===== src/rtl/hpi_bus_sequencer_pkg.sv =====
// Shared types and constants for the CY7C67200 HPI bus sequencer.
package hpi_pkg;

    typedef enum logic [2:0] {
        ST_RST_HOLD = 3'd0,
        ST_IDLE     = 3'd1,
        ST_SETUP    = 3'd2,
        ST_STROBE   = 3'd3,
        ST_HOLD     = 3'd4,
        ST_RECOVER  = 3'd5
    } hpi_state_t;

    typedef struct packed {
        logic        we;
        logic [1:0]  addr;
        logic [15:0] wdata;
    } hpi_req_t;

    localparam logic [1:0] HPI_DATA    = 2'd0;
    localparam logic [1:0] HPI_MAILBOX = 2'd1;
    localparam logic [1:0] HPI_ADDRESS = 2'd2;
    localparam logic [1:0] HPI_STATUS  = 2'd3;

    // Used to size the shared phase counter from the largest timing count.
    function automatic int unsigned max_u(input int unsigned a, input int unsigned b);
        return (a > b) ? a : b;
    endfunction

endpackage


===== src/rtl/hpi_bus_sequencer_if.sv =====
// Requester handshakes, completion response and HPI pad signals.
// master = requester/pad side, slave = the sequencer.
interface hpi_bus_sequencer_if;

    logic        req0_valid;
    logic        req0_ready;
    logic        req0_we;
    logic [1:0]  req0_addr;
    logic [15:0] req0_wdata;

    logic        req1_valid;
    logic        req1_ready;
    logic        req1_we;
    logic [1:0]  req1_addr;
    logic [15:0] req1_wdata;

    logic        rsp_valid;
    logic        rsp_id;
    logic [15:0] rsp_rdata;
    logic        busy;

    logic [1:0]  hpi_addr;
    logic        hpi_cs_n;
    logic        hpi_r_n;
    logic        hpi_w_n;
    logic        hpi_reset_n;
    logic [15:0] hpi_data_out;
    logic        hpi_data_oe;
    logic [15:0] hpi_data_in;

    modport master (
        output req0_valid, req0_we, req0_addr, req0_wdata,
        output req1_valid, req1_we, req1_addr, req1_wdata,
        output hpi_data_in,
        input  req0_ready, req1_ready,
        input  rsp_valid, rsp_id, rsp_rdata, busy,
        input  hpi_addr, hpi_cs_n, hpi_r_n, hpi_w_n, hpi_reset_n,
        input  hpi_data_out, hpi_data_oe
    );

    modport slave (
        input  req0_valid, req0_we, req0_addr, req0_wdata,
        input  req1_valid, req1_we, req1_addr, req1_wdata,
        input  hpi_data_in,
        output req0_ready, req1_ready,
        output rsp_valid, rsp_id, rsp_rdata, busy,
        output hpi_addr, hpi_cs_n, hpi_r_n, hpi_w_n, hpi_reset_n,
        output hpi_data_out, hpi_data_oe
    );

endinterface


===== src/rtl/hpi_bus_sequencer_arb.sv =====
// Two-way round-robin arbiter: on a tie the requester not granted last wins.
module hpi_rr_arbiter (
    input  logic [1:0] valid_i,
    input  logic       enable_i,
    input  logic       last_grant_i,
    output logic [1:0] grant_o
);

    // One-hot grant, nothing granted while the sequencer is not idle.
    always_comb begin
        grant_o = 2'b00;
        if (enable_i) begin
            if (valid_i[0] && (!valid_i[1] || last_grant_i)) begin
                grant_o = 2'b01;
            end else if (valid_i[1]) begin
                grant_o = 2'b10;
            end
        end
    end

endmodule


===== src/rtl/hpi_bus_sequencer.sv =====
// HPI bus sequencer: chip reset pulse, request arbitration and timed
// setup/strobe/hold/recover bus cycles with a one-cycle response strobe.
//
// state      | meaning
// RST_HOLD   | hpi_reset_n low for RST_CYC cycles
// IDLE       | arbitrating, winner sees ready
// SETUP      | cs_n low, address/write data valid
// STROBE     | r_n or w_n low, read data captured on last cycle
// HOLD       | strobes released, rsp_valid on first cycle
// RECOVER    | cs_n high before next access
module hpi_bus_sequencer
    import hpi_pkg::*;
#(
    parameter int unsigned SETUP_CYC   = 1,
    parameter int unsigned STROBE_CYC  = 4,
    parameter int unsigned HOLD_CYC    = 1,
    parameter int unsigned RECOVER_CYC = 2,
    parameter int unsigned RST_CYC     = 8
) (
    input  logic               clk_clk,
    input  logic               reset_reset_n,
    hpi_bus_sequencer_if.slave bus
);

    localparam int unsigned MAX_CYC = max_u(max_u(max_u(SETUP_CYC, STROBE_CYC),
                                                  max_u(HOLD_CYC, RECOVER_CYC)), RST_CYC);
    localparam int unsigned CW = $clog2(MAX_CYC + 1);

    typedef logic [CW-1:0] cnt_t;

    // Counter is loaded with count-1 on entry and the state exits at zero.
    localparam cnt_t LD_SETUP   = cnt_t'(SETUP_CYC - 1);
    localparam cnt_t LD_STROBE  = cnt_t'(STROBE_CYC - 1);
    localparam cnt_t LD_HOLD    = cnt_t'(HOLD_CYC - 1);
    localparam cnt_t LD_RECOVER = cnt_t'(RECOVER_CYC - 1);
    localparam cnt_t LD_RST     = cnt_t'(RST_CYC - 1);

    hpi_state_t  state_q, state_d;
    cnt_t        cnt_q, cnt_d;
    hpi_req_t    req_q, req_d;
    logic        id_q, id_d;
    logic        last_grant_q, last_grant_d;
    logic [15:0] rdata_q, rdata_d;

    logic [1:0]  valid;
    logic [1:0]  grant;
    logic        cnt_zero;

    logic        cs_n, r_n, w_n, oe, chip_rst_n, rsp_valid;

    assign valid    = {bus.req1_valid, bus.req0_valid};
    assign cnt_zero = (cnt_q == '0);

    hpi_rr_arbiter u_arb (
        .valid_i      (valid),
        .enable_i     (state_q == ST_IDLE),
        .last_grant_i (last_grant_q),
        .grant_o      (grant)
    );

    // State, phase counter and latched request registers.
    always_ff @(posedge clk_clk) begin
        if (!reset_reset_n) begin
            state_q      <= ST_RST_HOLD;
            cnt_q        <= LD_RST;
            req_q        <= '0;
            id_q         <= 1'b0;
            last_grant_q <= 1'b1;
            rdata_q      <= '0;
        end else begin
            state_q      <= state_d;
            cnt_q        <= cnt_d;
            req_q        <= req_d;
            id_q         <= id_d;
            last_grant_q <= last_grant_d;
            rdata_q      <= rdata_d;
        end
    end

    // Next-state, counter load/decrement and request latching.
    always_comb begin
        state_d      = state_q;
        cnt_d        = cnt_q;
        req_d        = req_q;
        id_d         = id_q;
        last_grant_d = last_grant_q;
        rdata_d      = rdata_q;
        unique case (state_q)
            ST_RST_HOLD: begin
                if (cnt_zero) state_d = ST_IDLE;
                else          cnt_d   = cnt_q - cnt_t'(1);
            end
            ST_IDLE: begin
                if (grant != 2'b00) begin
                    state_d      = ST_SETUP;
                    cnt_d        = LD_SETUP;
                    id_d         = grant[1];
                    last_grant_d = grant[1];
                    rdata_d      = '0;
                    if (grant[1]) req_d = '{we: bus.req1_we, addr: bus.req1_addr, wdata: bus.req1_wdata};
                    else          req_d = '{we: bus.req0_we, addr: bus.req0_addr, wdata: bus.req0_wdata};
                end
            end
            ST_SETUP: begin
                if (cnt_zero) begin
                    state_d = ST_STROBE;
                    cnt_d   = LD_STROBE;
                end else begin
                    cnt_d = cnt_q - cnt_t'(1);
                end
            end
            ST_STROBE: begin
                if (cnt_zero) begin
                    state_d = ST_HOLD;
                    cnt_d   = LD_HOLD;
                    if (!req_q.we) rdata_d = bus.hpi_data_in;
                end else begin
                    cnt_d = cnt_q - cnt_t'(1);
                end
            end
            ST_HOLD: begin
                if (cnt_zero) begin
                    state_d = ST_RECOVER;
                    cnt_d   = LD_RECOVER;
                end else begin
                    cnt_d = cnt_q - cnt_t'(1);
                end
            end
            ST_RECOVER: begin
                if (cnt_zero) state_d = ST_IDLE;
                else          cnt_d   = cnt_q - cnt_t'(1);
            end
            default: begin
                state_d = ST_RST_HOLD;
                cnt_d   = LD_RST;
            end
        endcase
    end

    // Pad strobes and response decoded from the current state.
    always_comb begin
        cs_n       = 1'b1;
        r_n        = 1'b1;
        w_n        = 1'b1;
        oe         = 1'b0;
        chip_rst_n = 1'b1;
        rsp_valid  = 1'b0;
        unique case (state_q)
            ST_RST_HOLD: chip_rst_n = 1'b0;
            ST_SETUP: begin
                cs_n = 1'b0;
                oe   = req_q.we;
            end
            ST_STROBE: begin
                cs_n = 1'b0;
                oe   = req_q.we;
                r_n  = req_q.we;
                w_n  = !req_q.we;
            end
            ST_HOLD: begin
                cs_n      = 1'b0;
                oe        = req_q.we;
                rsp_valid = (cnt_q == LD_HOLD);
            end
            default: ;
        endcase
    end

    assign bus.req0_ready   = grant[0];
    assign bus.req1_ready   = grant[1];
    assign bus.busy         = (state_q != ST_IDLE);
    assign bus.rsp_valid    = rsp_valid;
    assign bus.rsp_id       = id_q;
    assign bus.rsp_rdata    = rdata_q;
    assign bus.hpi_addr     = req_q.addr;
    assign bus.hpi_cs_n     = cs_n;
    assign bus.hpi_r_n      = r_n;
    assign bus.hpi_w_n      = w_n;
    assign bus.hpi_reset_n  = chip_rst_n;
    assign bus.hpi_data_oe  = oe;
    assign bus.hpi_data_out = oe ? req_q.wdata : 16'h0000;

endmodule

===== src/flat_wrapper.sv =====
// flat-port wrapper written by rule: the top's interface ports become plain ports
module hpi_bus_sequencer_flat import hpi_pkg::*;
#(
    parameter int unsigned SETUP_CYC   = 1,
    parameter int unsigned STROBE_CYC  = 4,
    parameter int unsigned HOLD_CYC    = 1,
    parameter int unsigned RECOVER_CYC = 2,
    parameter int unsigned RST_CYC     = 8
)
  (clk_clk, reset_reset_n, bus_req0_valid, bus_req0_we, bus_req0_addr, bus_req0_wdata, bus_req1_valid, bus_req1_we, bus_req1_addr, bus_req1_wdata, bus_hpi_data_in, bus_req0_ready, bus_req1_ready, bus_rsp_valid, bus_rsp_id, bus_rsp_rdata, bus_busy, bus_hpi_addr, bus_hpi_cs_n, bus_hpi_r_n, bus_hpi_w_n, bus_hpi_reset_n, bus_hpi_data_out, bus_hpi_data_oe);
  hpi_bus_sequencer_if bus_i ();
  input  logic clk_clk;
  input  logic reset_reset_n;
  input wire logic [$bits(bus_i.req0_valid)-1:0] bus_req0_valid;
  input wire logic [$bits(bus_i.req0_we)-1:0] bus_req0_we;
  input wire logic [$bits(bus_i.req0_addr)-1:0] bus_req0_addr;
  input wire logic [$bits(bus_i.req0_wdata)-1:0] bus_req0_wdata;
  input wire logic [$bits(bus_i.req1_valid)-1:0] bus_req1_valid;
  input wire logic [$bits(bus_i.req1_we)-1:0] bus_req1_we;
  input wire logic [$bits(bus_i.req1_addr)-1:0] bus_req1_addr;
  input wire logic [$bits(bus_i.req1_wdata)-1:0] bus_req1_wdata;
  input wire logic [$bits(bus_i.hpi_data_in)-1:0] bus_hpi_data_in;
  output wire logic [$bits(bus_i.req0_ready)-1:0] bus_req0_ready;
  output wire logic [$bits(bus_i.req1_ready)-1:0] bus_req1_ready;
  output wire logic [$bits(bus_i.rsp_valid)-1:0] bus_rsp_valid;
  output wire logic [$bits(bus_i.rsp_id)-1:0] bus_rsp_id;
  output wire logic [$bits(bus_i.rsp_rdata)-1:0] bus_rsp_rdata;
  output wire logic [$bits(bus_i.busy)-1:0] bus_busy;
  output wire logic [$bits(bus_i.hpi_addr)-1:0] bus_hpi_addr;
  output wire logic [$bits(bus_i.hpi_cs_n)-1:0] bus_hpi_cs_n;
  output wire logic [$bits(bus_i.hpi_r_n)-1:0] bus_hpi_r_n;
  output wire logic [$bits(bus_i.hpi_w_n)-1:0] bus_hpi_w_n;
  output wire logic [$bits(bus_i.hpi_reset_n)-1:0] bus_hpi_reset_n;
  output wire logic [$bits(bus_i.hpi_data_out)-1:0] bus_hpi_data_out;
  output wire logic [$bits(bus_i.hpi_data_oe)-1:0] bus_hpi_data_oe;
  assign bus_i.req0_valid = bus_req0_valid;
  assign bus_i.req0_we = bus_req0_we;
  assign bus_i.req0_addr = bus_req0_addr;
  assign bus_i.req0_wdata = bus_req0_wdata;
  assign bus_i.req1_valid = bus_req1_valid;
  assign bus_i.req1_we = bus_req1_we;
  assign bus_i.req1_addr = bus_req1_addr;
  assign bus_i.req1_wdata = bus_req1_wdata;
  assign bus_i.hpi_data_in = bus_hpi_data_in;
  assign bus_req0_ready = bus_i.req0_ready;
  assign bus_req1_ready = bus_i.req1_ready;
  assign bus_rsp_valid = bus_i.rsp_valid;
  assign bus_rsp_id = bus_i.rsp_id;
  assign bus_rsp_rdata = bus_i.rsp_rdata;
  assign bus_busy = bus_i.busy;
  assign bus_hpi_addr = bus_i.hpi_addr;
  assign bus_hpi_cs_n = bus_i.hpi_cs_n;
  assign bus_hpi_r_n = bus_i.hpi_r_n;
  assign bus_hpi_w_n = bus_i.hpi_w_n;
  assign bus_hpi_reset_n = bus_i.hpi_reset_n;
  assign bus_hpi_data_out = bus_i.hpi_data_out;
  assign bus_hpi_data_oe = bus_i.hpi_data_oe;
  hpi_bus_sequencer #(.SETUP_CYC(SETUP_CYC), .STROBE_CYC(STROBE_CYC), .HOLD_CYC(HOLD_CYC), .RECOVER_CYC(RECOVER_CYC), .RST_CYC(RST_CYC)) u_core (.clk_clk(clk_clk), .reset_reset_n(reset_reset_n), .bus(bus_i));
endmodule

===== config.mk =====
export PLATFORM = sky130hd
export DESIGN_NAME = hpi_bus_sequencer_flat
export DESIGN_NICKNAME = d
export VERILOG_FILES = /design/src/rtl/hpi_bus_sequencer_pkg.sv /design/src/rtl/hpi_bus_sequencer_if.sv /design/src/rtl/hpi_bus_sequencer_arb.sv /design/src/rtl/hpi_bus_sequencer.sv /design/src/flat_wrapper.sv
export SDC_FILE = /design/constraint.sdc
export NUM_CORES = 1
export LEC_CHECK = 0
export BUFFER_PORTS_ARGS = -buffer_cell sky130_fd_sc_hd__buf_4
export CORE_MARGIN = 2
export CORE_UTILIZATION = 48
export CTS_BUF_LIST = sky130_fd_sc_hd__clkbuf_16
export CTS_CLUSTER_DIAMETER = 200
export DETAILED_ROUTE_END_ITERATION = 10
export PLACE_DENSITY = 0.91
export SLEW_MARGIN = 20
export SYNTH_ARGS = -nofsm -noshare
export SYNTH_HDL_FRONTEND = slang
export SYNTH_HIERARCHICAL = 1
export SYNTH_SLANG_ARGS = --single-unit

===== constraint.sdc =====
create_clock -name clk_clk -period 2.9 [get_ports clk_clk]
set_input_delay 0.29 -clock clk_clk [delete_from_list [all_inputs] [get_ports clk_clk]]
set_output_delay 0.29 -clock clk_clk [all_outputs]
set_load 0.005 [all_outputs]

==> report_table.html, run 1 <==
<table>
<tr><th>Metric</th><th>Value</th></tr>
<tr><th colspan="2">STA</th></tr>
<tr><td>Fin crit share</td><td>0.849</td></tr>
<tr><td>Minimum setup slack in the final design</td><td>0.439 ns</td></tr>
<tr><td>Skew final</td><td>0.00843 ns</td></tr>
<tr><td>Worst max-slew margin expressed relative to the limit</td><td>0.561</td></tr>
<tr><td>Final setup violation count</td><td>0</td></tr>
<tr><td>Worst Max-Slew Pin Slew</td><td>0.653 ns</td></tr>
<tr><td>Unrepaired setup endpoints after global routing</td><td>false</td></tr>
<tr><td>Final setup TNS</td><td>0 ns</td></tr>
<tr><td>Minimum clock period after layout</td><td>2.46 ns</td></tr>
<tr><td>Total count of max-transition violations in the final report</td><td>0</td></tr>
<tr><td>Max frequency</td><td>406 MHz</td></tr>
<tr><td>Count of endpoints failing hold in the final timing report</td><td>0</td></tr>
<tr><th colspan="2">Worst setup path</th></tr>
<tr><td>Crit-path cells</td><td>or3b_4 -&gt; inv_4 -&gt; nand2_1 -&gt; a21oi_1 -&gt; nor2_2 -&gt; a22oi_4 -&gt; o2111ai_1 -&gt; a21oi_1</td></tr>
<tr><td>Crit Path Class</td><td>reg -&gt; reg</td></tr>
<tr><td>Critical path's most frequent cell</td><td>a21oi_1</td></tr>
<tr><td>Worst Reg2Reg Path Length in Cells</td><td>8</td></tr>
<tr><td>Arrival @ worst endpoint</td><td>2.67 ns</td></tr>
<tr><td>Reg-to-reg setup timing slack</td><td>0.44 ns</td></tr>
<tr><td>Slowest library cell on the worst path</td><td>dfxtp_1</td></tr>
<tr><td>Biggest fanout along the worst timing path</td><td>16</td></tr>
<tr><td>End of the worst register-to-register path</td><td>u_core/bus.rsp_rdata[7]$_SDFFE_PN0P_</td></tr>
<tr><td>Launching point of the worst reg2reg path</td><td>u_core/state_q[0]$_SDFFE_PN0P_</td></tr>
<tr><td>Startpoint Class</td><td>flip-flop</td></tr>
<tr><td>Largest stage delay, worst path</td><td>0.48 ns</td></tr>
<tr><td>Worst endpoint required time</td><td>3.11 ns</td></tr>
<tr><td>Endpoint class of the critical path</td><td>flip-flop</td></tr>
<tr><th colspan="2">Yosys</th></tr>
<tr><td>Synthesized-area fraction occupied by xor and xnor cells</td><td>0.00372</td></tr>
<tr><td>Number of library cell types mapped by synthesis</td><td>43</td></tr>
<tr><td>Largest family of logic cells by synthesized area</td><td>compound AO/OA/AOI/OAI gates</td></tr>
<tr><td>Cell type with the largest total area after synthesis</td><td>dfxtp_1</td></tr>
<tr><td>Count of state elements after synthesis</td><td>44</td></tr>
<tr><td>Syn_nets</td><td>325</td></tr>
<tr><td>Area fraction in compound gates after synthesis</td><td>0.297</td></tr>
<tr><td>Post-Syn Area</td><td>2360 um2</td></tr>
<tr><td>Average size of a mapped cell</td><td>8.86 um2</td></tr>
<tr><td>Post-synthesis share of cell area spent on and, or, nand and nor gates</td><td>0.161</td></tr>
<tr><td>Top area cells in the synthesized netlist</td><td>dfxtp_1, mux2i_1, o2111ai_1, a21oi_1, a211oi_2</td></tr>
<tr><td>Mux cell area share after synthesis</td><td>0.0807</td></tr>
<tr><td>Share of Yosys cell area claimed by the top area cell type</td><td>0.374</td></tr>
<tr><td>Syn Inst Count</td><td>266</td></tr>
<tr><td>Share of the yosys chip area belonging to registers</td><td>0.374</td></tr>
<tr><td>Count of synthesis-stage warnings from yosys</td><td>6</td></tr>
<tr><td>Adder and majority gate portion of the synthesized area</td><td>0.00531</td></tr>
<tr><th colspan="2">Cells and area</th></tr>
<tr><td>Final std cells w/o fill</td><td>424</td></tr>
<tr><td>Nets</td><td>415</td></tr>
<tr><td>Filler cell count</td><td>382</td></tr>
<tr><td>Antenna Cells</td><td>0</td></tr>
<tr><td>Fraction of final layout cells sized beyond drive strength 1</td><td>0.378</td></tr>
<tr><td>Most frequent standard cell in the layout excluding fill and tap cells</td><td>buf_4</td></tr>
<tr><td>Synth-to-Final Area Change</td><td>39.3%</td></tr>
<tr><td>Most used cells in the layout excluding fill and tap cells</td><td>buf_4, dfxtp_1, a21oi_1</td></tr>
<tr><th colspan="2">Clock network</th></tr>
<tr><td>Number of clock sinks</td><td>44</td></tr>
<tr><td>Cell at the root of the clock tree</td><td>clkbuf_16</td></tr>
<tr><td>Clock transition at path regs</td><td>0.06 ns</td></tr>
<tr><td>CTS H-tree depth</td><td>2</td></tr>
<tr><td>Cts repair resizes</td><td>0</td></tr>
<tr><td>Clock latency on the worst-skew pair</td><td>0.29 ns</td></tr>
<tr><td>Cts hold-fix bufs</td><td>0</td></tr>
<tr><td>Clock buffer depth</td><td>2</td></tr>
<tr><td>Setup bufs post-CTS</td><td>0</td></tr>
<tr><td>Number of buffers created by CTS</td><td>5</td></tr>
<tr><td>Clock tree from TritonCTS</td><td>built</td></tr>
<tr><th colspan="2">Die</th></tr>
<tr><td>Core Rows</td><td>25</td></tr>
<tr><td>Initial core utilization</td><td>0.499</td></tr>
<tr><td>Number of placed I/O pins</td><td>102</td></tr>
<tr><td>Core outline area</td><td>4720 um2</td></tr>
<tr><td>Die Y-Extent</td><td>74.1 um</td></tr>
<tr><td>Die Wd</td><td>74.1 um</td></tr>
<tr><td>Area of the die</td><td>5490 um2</td></tr>
<tr><th colspan="2">Place</th></tr>
<tr><td>Buffers added on ports</td><td>101</td></tr>
<tr><td>Placed cell count</td><td>416</td></tr>
<tr><td>Gp weighted congestion</td><td>0.987</td></tr>
<tr><td>HPWL reported at the end of detailed placement</td><td>4.58 mm</td></tr>
<tr><td>Setup WS pre-CTS</td><td>0.528 ns</td></tr>
<tr><th colspan="2">Power</th></tr>
<tr><td>Switching power of the nets</td><td>325 uW</td></tr>
<tr><td>Share of total power in combinational logic</td><td>0.119</td></tr>
<tr><td>Power share of the clock group</td><td>0.442</td></tr>
<tr><td>Leakage power figure</td><td>0.00129 uW</td></tr>
<tr><td>Power share of the sequential group</td><td>0.439</td></tr>
<tr><td>Cell internal power dissipation</td><td>1110 uW</td></tr>
<tr><td>Power Density</td><td>437 nW/um2</td></tr>
<tr><td>Peak ir drop on the vdd network</td><td>0.269 mV</td></tr>
<tr><td>Switching part of the total</td><td>0.226</td></tr>
<tr><th colspan="2">Min path</th></tr>
<tr><td>Classification of the worst-slack hold path</td><td>in -&gt; reg</td></tr>
<tr><td>Worst Hold Path EP</td><td>u_core/last_grant_q$_SDFFE_PN1P_</td></tr>
<tr><td>Origin of the worst min-delay path</td><td>reset_reset_n</td></tr>
<tr><td>Number of cells traversed by the worst hold path</td><td>2</td></tr>
<tr><th colspan="2">Global route</th></tr>
<tr><td>GRT Overall Usage</td><td>0.239</td></tr>
<tr><td>Pin count of the biggest net entering global routing</td><td>39</td></tr>
<tr><td>Via count of the first global-routing pass</td><td>2203</td></tr>
<tr><td>Wire length of the first global-routing pass</td><td>10.2 mm</td></tr>
<tr><td>Gr ovfl total</td><td>0</td></tr>
<tr><td>Number of antenna violations at the first check in global routing</td><td>0</td></tr>
<tr><th colspan="2">Routing</th></tr>
<tr><td>DR WL/cell</td><td>15.1 um</td></tr>
<tr><td>Number of antenna-violating nets in the routed design</td><td>0</td></tr>
<tr><td>Violation count after the first detailed-route iteration</td><td>310</td></tr>
<tr><td>Drt pass-1 iters</td><td>4</td></tr>
<tr><td>Post-detailed-route DRC marker count</td><td>0</td></tr>
<tr><td>Wirelength, routed</td><td>6.38 mm</td></tr>
<tr><td>Detailed-route vias per instance</td><td>5.58</td></tr>
<tr><td>Detailed-route via count</td><td>2368</td></tr>
<tr><th colspan="2">Outcome</th></tr>
<tr><td>Outcome</td><td>complete, no violations</td></tr>
<tr><th colspan="2">Job</th></tr>
<tr><td>Max capacitance violation total</td><td>0</td></tr>
</table>
## Yosys cell counts
cell,n
a211oi_1,9
nor4_1,1
nand4bb_1,1
buf_6,2
a22oi_4,1
o31a_1,2
a211oi_2,10
nor2b_1,1
a22o_4,1
o21ai_0,17
or3b_4,2
clkinv_1,1
o2111ai_1,17
nor3_1,1
nor2_4,1
nand4_1,2
mux2i_1,19
nor3b_1,2
dfxtp_1,44
o211ai_1,1
nor2_2,1
a21oi_1,26
o221ai_1,1
o22ai_1,2
o21ai_1,1
xnor2_1,1
nand3_1,2
a21oi_2,1
buf_4,8
a211o_1,1
buf_2,6
nand2_1,14
a32oi_1,2
inv_1,8
nor2_1,24
and3b_1,1
inv_4,1
o221a_2,1
nand4b_1,1
clkbuf_1,9
a31oi_1,1
and2_1,18
ha_1,1
## power by group through the flow
stage                     Combinational, uW  Sequential [uW]  Clock, uW
after CTS                               170              630        642
after detailed placement                169              644          0
after global placement                  163              642          0
final                                   171              631        634
after floorplan                        87.7              638          0
after global routing                    186              632        675
## worst max path at each step
stage                                    from                                     to  slack [ns]  cells after the start
3_3_place_gp   u_core/state_q[0]$_SDFFE_PN0P_  u_core/bus.rsp_rdata[11]$_SDFFE_PN0P_        0.64                      8
4_1_cts        u_core/state_q[0]$_SDFFE_PN0P_          u_core/req_q[14]$_SDFFE_PN0P_        0.47                      9
6_report       u_core/state_q[0]$_SDFFE_PN0P_   u_core/bus.rsp_rdata[7]$_SDFFE_PN0P_        0.44                      8
5_1_grt        u_core/state_q[0]$_SDFFE_PN0P_   u_core/bus.rsp_rdata[0]$_SDFFE_PN0P_        0.30                      8
2_1_floorplan  u_core/state_q[0]$_SDFFE_PN0P_           u_core/req_q[0]$_SDFFE_PN0P_        0.41                     10
3_5_place_dp   u_core/state_q[0]$_SDFFE_PN0P_  u_core/bus.rsp_rdata[14]$_SDFFE_PN0P_        0.53                      8
## metrics by stage
| step | util | instance area, um2 | hold WS, ns | total power (uW) |
|---|---|---|---|---|
| 3_5_place_dp | 0.660 | 3120 | 0.467 | 812 |
| 2_1_floorplan | - | 2360 | 0.362 | 726 |
| 6_report | 0.695 | 3280 | 0.235 | 1440 |
| 5_1_grt | 0.695 | 3280 | 0.228 | 1490 |
| 4_1_cts | 0.695 | 3280 | 0.235 | 1440 |
| 3_3_place_gp | 0.660 | 3120 | 0.447 | 806 |
## critical path, delay by kind of cell, from the launching register on
kind,cells,cell delay (ns)
compound gates,4,1.13
buf+inv,1,0.08
simple gates,3,0.69
flops,1,0.48
## sequential cells by signal (all words and copies together), names as in the netlist
register              flops
u_core/last_grant_q       1
u_core/state_q            3
u_core/bus.rsp_rdata     16
u_core/cnt_q              4
u_core/req_q             17
u_core/bus.hpi_addr       2
u_core/bus.rsp_id         1
## cell type report
cell class              count  area, um2  share of cell area
well taps                  67       83.8              0.0255
clock buffers               5        125              0.0381
clock inverters             3       42.5              0.0130
repair buffers            108        811               0.247
flip-flops and latches     44        881               0.268
multi-input cells         187       1300               0.396
inverters                  10       40.0              0.0122
## kinds of logic after synthesis
kind of cell / count (synthesis)
AOI/OAI and AO/OA: 94
DFF: 44
and+or+nand+nor: 72
xor gates and xnor gates: 1
buffers and inverters: 35
muxes: 19
adders and majority gates: 1
## routing by layer
layer | up-vias | track usage | wire [um]
met1 | 1088 | 0.320 | 2720
met2 | 116 | 0.386 | 3150
met5 | - | 0 | 0
met4 | 0 | 0.0667 | 34
met3 | 4 | 0.0569 | 476
li1 | 1160 | - | -
(Power assumes the default switching activity.)
==> run 2, diff against run 1 <==
- clock period: 2.9 -> 2.3 ns (I/O delays scaled with it)
==> report_table.html, run 2 (synthesized netlist as in run 1, its figures left out) <==
<table>
<tr><th>Metric</th><th>Value</th></tr>
<tr><th colspan="2">Place</th></tr>
<tr><td>Buffers added on ports</td><td>101</td></tr>
<tr><td>Placed cell count</td><td>421</td></tr>
<tr><td>Gp weighted congestion</td><td>0.948</td></tr>
<tr><td>Post-detailed-placement cell area</td><td>3170 um2</td></tr>
<tr><td>HPWL reported at the end of detailed placement</td><td>4.78 mm</td></tr>
<tr><th colspan="2">Worst setup path</th></tr>
<tr><td>Slowest library cell on the worst path</td><td>or3b_4</td></tr>
<tr><td>Startpoint Class</td><td>flip-flop</td></tr>
<tr><td>Launching point of the worst reg2reg path</td><td>u_core/state_q[0]$_SDFFE_PN0P_</td></tr>
<tr><td>Worst Reg2Reg Path Length in Cells</td><td>8</td></tr>
<tr><td>Biggest fanout along the worst timing path</td><td>18</td></tr>
<tr><td>Worst endpoint required time</td><td>2.51 ns</td></tr>
<tr><td>Timing startpoint of the critical path</td><td>u_core/state_q[0]$_SDFFE_PN0P_</td></tr>
<tr><td>Largest stage delay, worst path</td><td>0.43 ns</td></tr>
<tr><td>End of the worst register-to-register path</td><td>u_core/cnt_q[3]$_SDFFE_PN0P_</td></tr>
<tr><td>Critical path endpoint</td><td>u_core/cnt_q[3]$_SDFFE_PN0P_</td></tr>
<tr><td>Crit-path cells</td><td>or3b_4 -&gt; inv_4 -&gt; nand2_1 -&gt; a21oi_2 -&gt; nor2_2 -&gt; a32oi_1 -&gt; nand4_1 -&gt; a21oi_1</td></tr>
<tr><td>Arrival @ worst endpoint</td><td>2.34 ns</td></tr>
<tr><td>Endpoint class of the critical path</td><td>flip-flop</td></tr>
<tr><td>Crit Path Class</td><td>reg -&gt; reg</td></tr>
<tr><td>Reg-to-reg setup timing slack</td><td>0.17 ns</td></tr>
<tr><th colspan="2">Global route</th></tr>
<tr><td>GRT Overall Usage</td><td>0.241</td></tr>
<tr><td>Wire length of the first global-routing pass</td><td>10.4 mm</td></tr>
<tr><td>Via count of the first global-routing pass</td><td>2258</td></tr>
<tr><td>Pin count of the biggest net entering global routing</td><td>39</td></tr>
<tr><td>Number of antenna violations at the first check in global routing</td><td>0</td></tr>
<tr><td>Gr ovfl total</td><td>0</td></tr>
<tr><th colspan="2">Cells and area</th></tr>
<tr><td>Post-layout instance area</td><td>3350 um2</td></tr>
<tr><td>Flip-flop count of the largest register, all copies and words added</td><td>17</td></tr>
<tr><td>Final std cells w/o fill</td><td>430</td></tr>
<tr><td>Nets</td><td>421</td></tr>
<tr><td>Antenna Cells</td><td>0</td></tr>
<tr><td>Most frequent standard cell in the layout excluding fill and tap cells</td><td>buf_4</td></tr>
<tr><td>Filler cell count</td><td>361</td></tr>
<tr><td>Storage cell area</td><td>881 um2</td></tr>
<tr><td>Fraction of final layout cells sized beyond drive strength 1</td><td>0.391</td></tr>
<tr><td>Most used cells in the layout excluding fill and tap cells</td><td>buf_4, dfxtp_1, a21oi_1, nor2_1, mux2i_1</td></tr>
<tr><td>Footprint of the multi-input gates</td><td>1310 um2</td></tr>
<tr><td>Final standard cell utilization of the core</td><td>0.710</td></tr>
<tr><td>Synth-to-Final Area Change</td><td>42.3%</td></tr>
<tr><td>Register with the most flip-flops</td><td>u_core/req_q</td></tr>
<tr><th colspan="2">STA</th></tr>
<tr><td>Fin crit share</td><td>0.925</td></tr>
<tr><td>Worst hold slack after final layout</td><td>0.181 ns</td></tr>
<tr><td>Worst Max-Slew Pin Slew</td><td>0.596 ns</td></tr>
<tr><td>Worst max-slew margin expressed relative to the limit</td><td>0.603</td></tr>
<tr><td>Count of endpoints failing hold in the final timing report</td><td>0</td></tr>
<tr><td>Total count of max-transition violations in the final report</td><td>0</td></tr>
<tr><td>Minimum clock period after layout</td><td>2.13 ns</td></tr>
<tr><td>Skew final</td><td>0.00431 ns</td></tr>
<tr><td>Max frequency</td><td>470 MHz</td></tr>
<tr><td>Unrepaired setup endpoints after global routing</td><td>false</td></tr>
<tr><td>Final setup violation count</td><td>0</td></tr>
<tr><td>Final setup TNS</td><td>0 ns</td></tr>
<tr><th colspan="2">Clock network</th></tr>
<tr><td>Clock transition at path regs</td><td>0.06 ns</td></tr>
<tr><td>Clock tree from TritonCTS</td><td>built</td></tr>
<tr><td>Clock buffer depth</td><td>2</td></tr>
<tr><td>Clock latency on the worst-skew pair</td><td>0.28 ns</td></tr>
<tr><td>Cell at the root of the clock tree</td><td>clkbuf_16</td></tr>
<tr><td>Cts hold-fix bufs</td><td>0</td></tr>
<tr><td>Number of clock sinks</td><td>44</td></tr>
<tr><td>Number of buffers created by CTS</td><td>5</td></tr>
<tr><td>CTS H-tree depth</td><td>2</td></tr>
<tr><th colspan="2">Die</th></tr>
<tr><td>Initial core utilization</td><td>0.499</td></tr>
<tr><td>Die Wd</td><td>74.1 um</td></tr>
<tr><td>Area of the die</td><td>5490 um2</td></tr>
<tr><td>Core Rows</td><td>25</td></tr>
<tr><td>Number of placed I/O pins</td><td>102</td></tr>
<tr><td>Die Y-Extent</td><td>74.1 um</td></tr>
<tr><td>Core outline area</td><td>4720 um2</td></tr>
<tr><th colspan="2">Power</th></tr>
<tr><td>Leakage power figure</td><td>0.00134 uW</td></tr>
<tr><td>Power Density</td><td>538 nW/um2</td></tr>
<tr><td>Peak ir drop on the vdd network</td><td>0.373 mV</td></tr>
<tr><th colspan="2">Routing</th></tr>
<tr><td>Number of antenna-violating nets in the routed design</td><td>0</td></tr>
<tr><td>Violation count after the first detailed-route iteration</td><td>202</td></tr>
<tr><td>Detailed-route vias per instance</td><td>5.66</td></tr>
<tr><td>Post-detailed-route DRC marker count</td><td>0</td></tr>
<tr><td>Wirelength, routed</td><td>6.51 mm</td></tr>
<tr><td>Drt pass-1 iters</td><td>4</td></tr>
<tr><td>Detailed-route via count</td><td>2435</td></tr>
<tr><td>DR WL/cell</td><td>15.1 um</td></tr>
<tr><th colspan="2">Outcome</th></tr>
<tr><td>Outcome</td><td>complete, no violations</td></tr>
<tr><th colspan="2">Min path</th></tr>
<tr><td>Classification of the worst-slack hold path</td><td>in -&gt; reg</td></tr>
<tr><th colspan="2">Job</th></tr>
<tr><td>Max capacitance violation total</td><td>0</td></tr>
</table>
run 2: cell count changes in the layout (fill, tap and decap cells not counted), sizes merged:
cell,delta
clkinv,-1
buf,+6
inv,+1
run 2: final cells by class:
type / count / area share
clock buffer: 5 / 0.0373
clock inverter: 3 / 0.0116
timing repair buffer: 114 / 0.263
sequential: 44 / 0.263
tap: 67 / 0.0250
inverter: 10 / 0.0119
multi-input combinational: 187 / 0.389
run 2: worst min path at each step:
| stage | start | endpoint | slack (ns) | depth (start not counted) |
|---|---|---|---|---|
| floorplan | reset_reset_n | u_core/last_grant_q$_SDFFE_PN1P_ | 0.30 | 1 |
| global placement | u_core/bus.rsp_id$_SDFFE_PN0P_ | u_core/bus.rsp_id$_SDFFE_PN0P_ | 0.44 | 2 |
| detailed placement | reset_reset_n | u_core/last_grant_q$_SDFFE_PN1P_ | 0.47 | 2 |
| CTS | reset_reset_n | u_core/last_grant_q$_SDFFE_PN1P_ | 0.18 | 2 |
| global route | reset_reset_n | u_core/last_grant_q$_SDFFE_PN1P_ | 0.18 | 2 |
| finish | reset_reset_n | u_core/last_grant_q$_SDFFE_PN1P_ | 0.18 | 2 |
run 2: timing repair:
action | in CTS | in global routing
endpoints found under the setup margin | 0 | 16
resized for setup | 0 | 0
buffers inserted | 0 | 1
run 2: critical path, delay by kind of cell, from the launching register on:
family | cells | cell delay [ns]
simple gates | 4 | 0.79
compound gates | 3 | 0.77
flops | 1 | 0.32
buf+inv | 1 | 0.18
run 2: routing by layer:
layer | GRT usage | share of wire
met1 | 0.307 | 0.42
met2 | 0.391 | 0.47
met3 | 0.0650 | 0.090
met4 | 0.0889 | 0.023
met5 | 0 | 0
run 2: metrics by stage:
| stage | total power [uW] | worst slack (ns) |
|---|---|---|
| final | 1810 | 0.173 |
| after global routing | 1860 | 0.0255 |
| after CTS | 1810 | 0.0715 |
| after detailed placement | 1030 | 0.0915 |
| after global placement | 1020 | 0.249 |
| after floorplan | 916 | 0.0349 |
run 2: power breakdown:
group / internal [uW] / switching [uW] / total (uW)
logic: 119 / 103 / 223
registers: 776 / 15.8 / 792
clock network: 506 / 285 / 791
total: 1400 / 404 / 1810
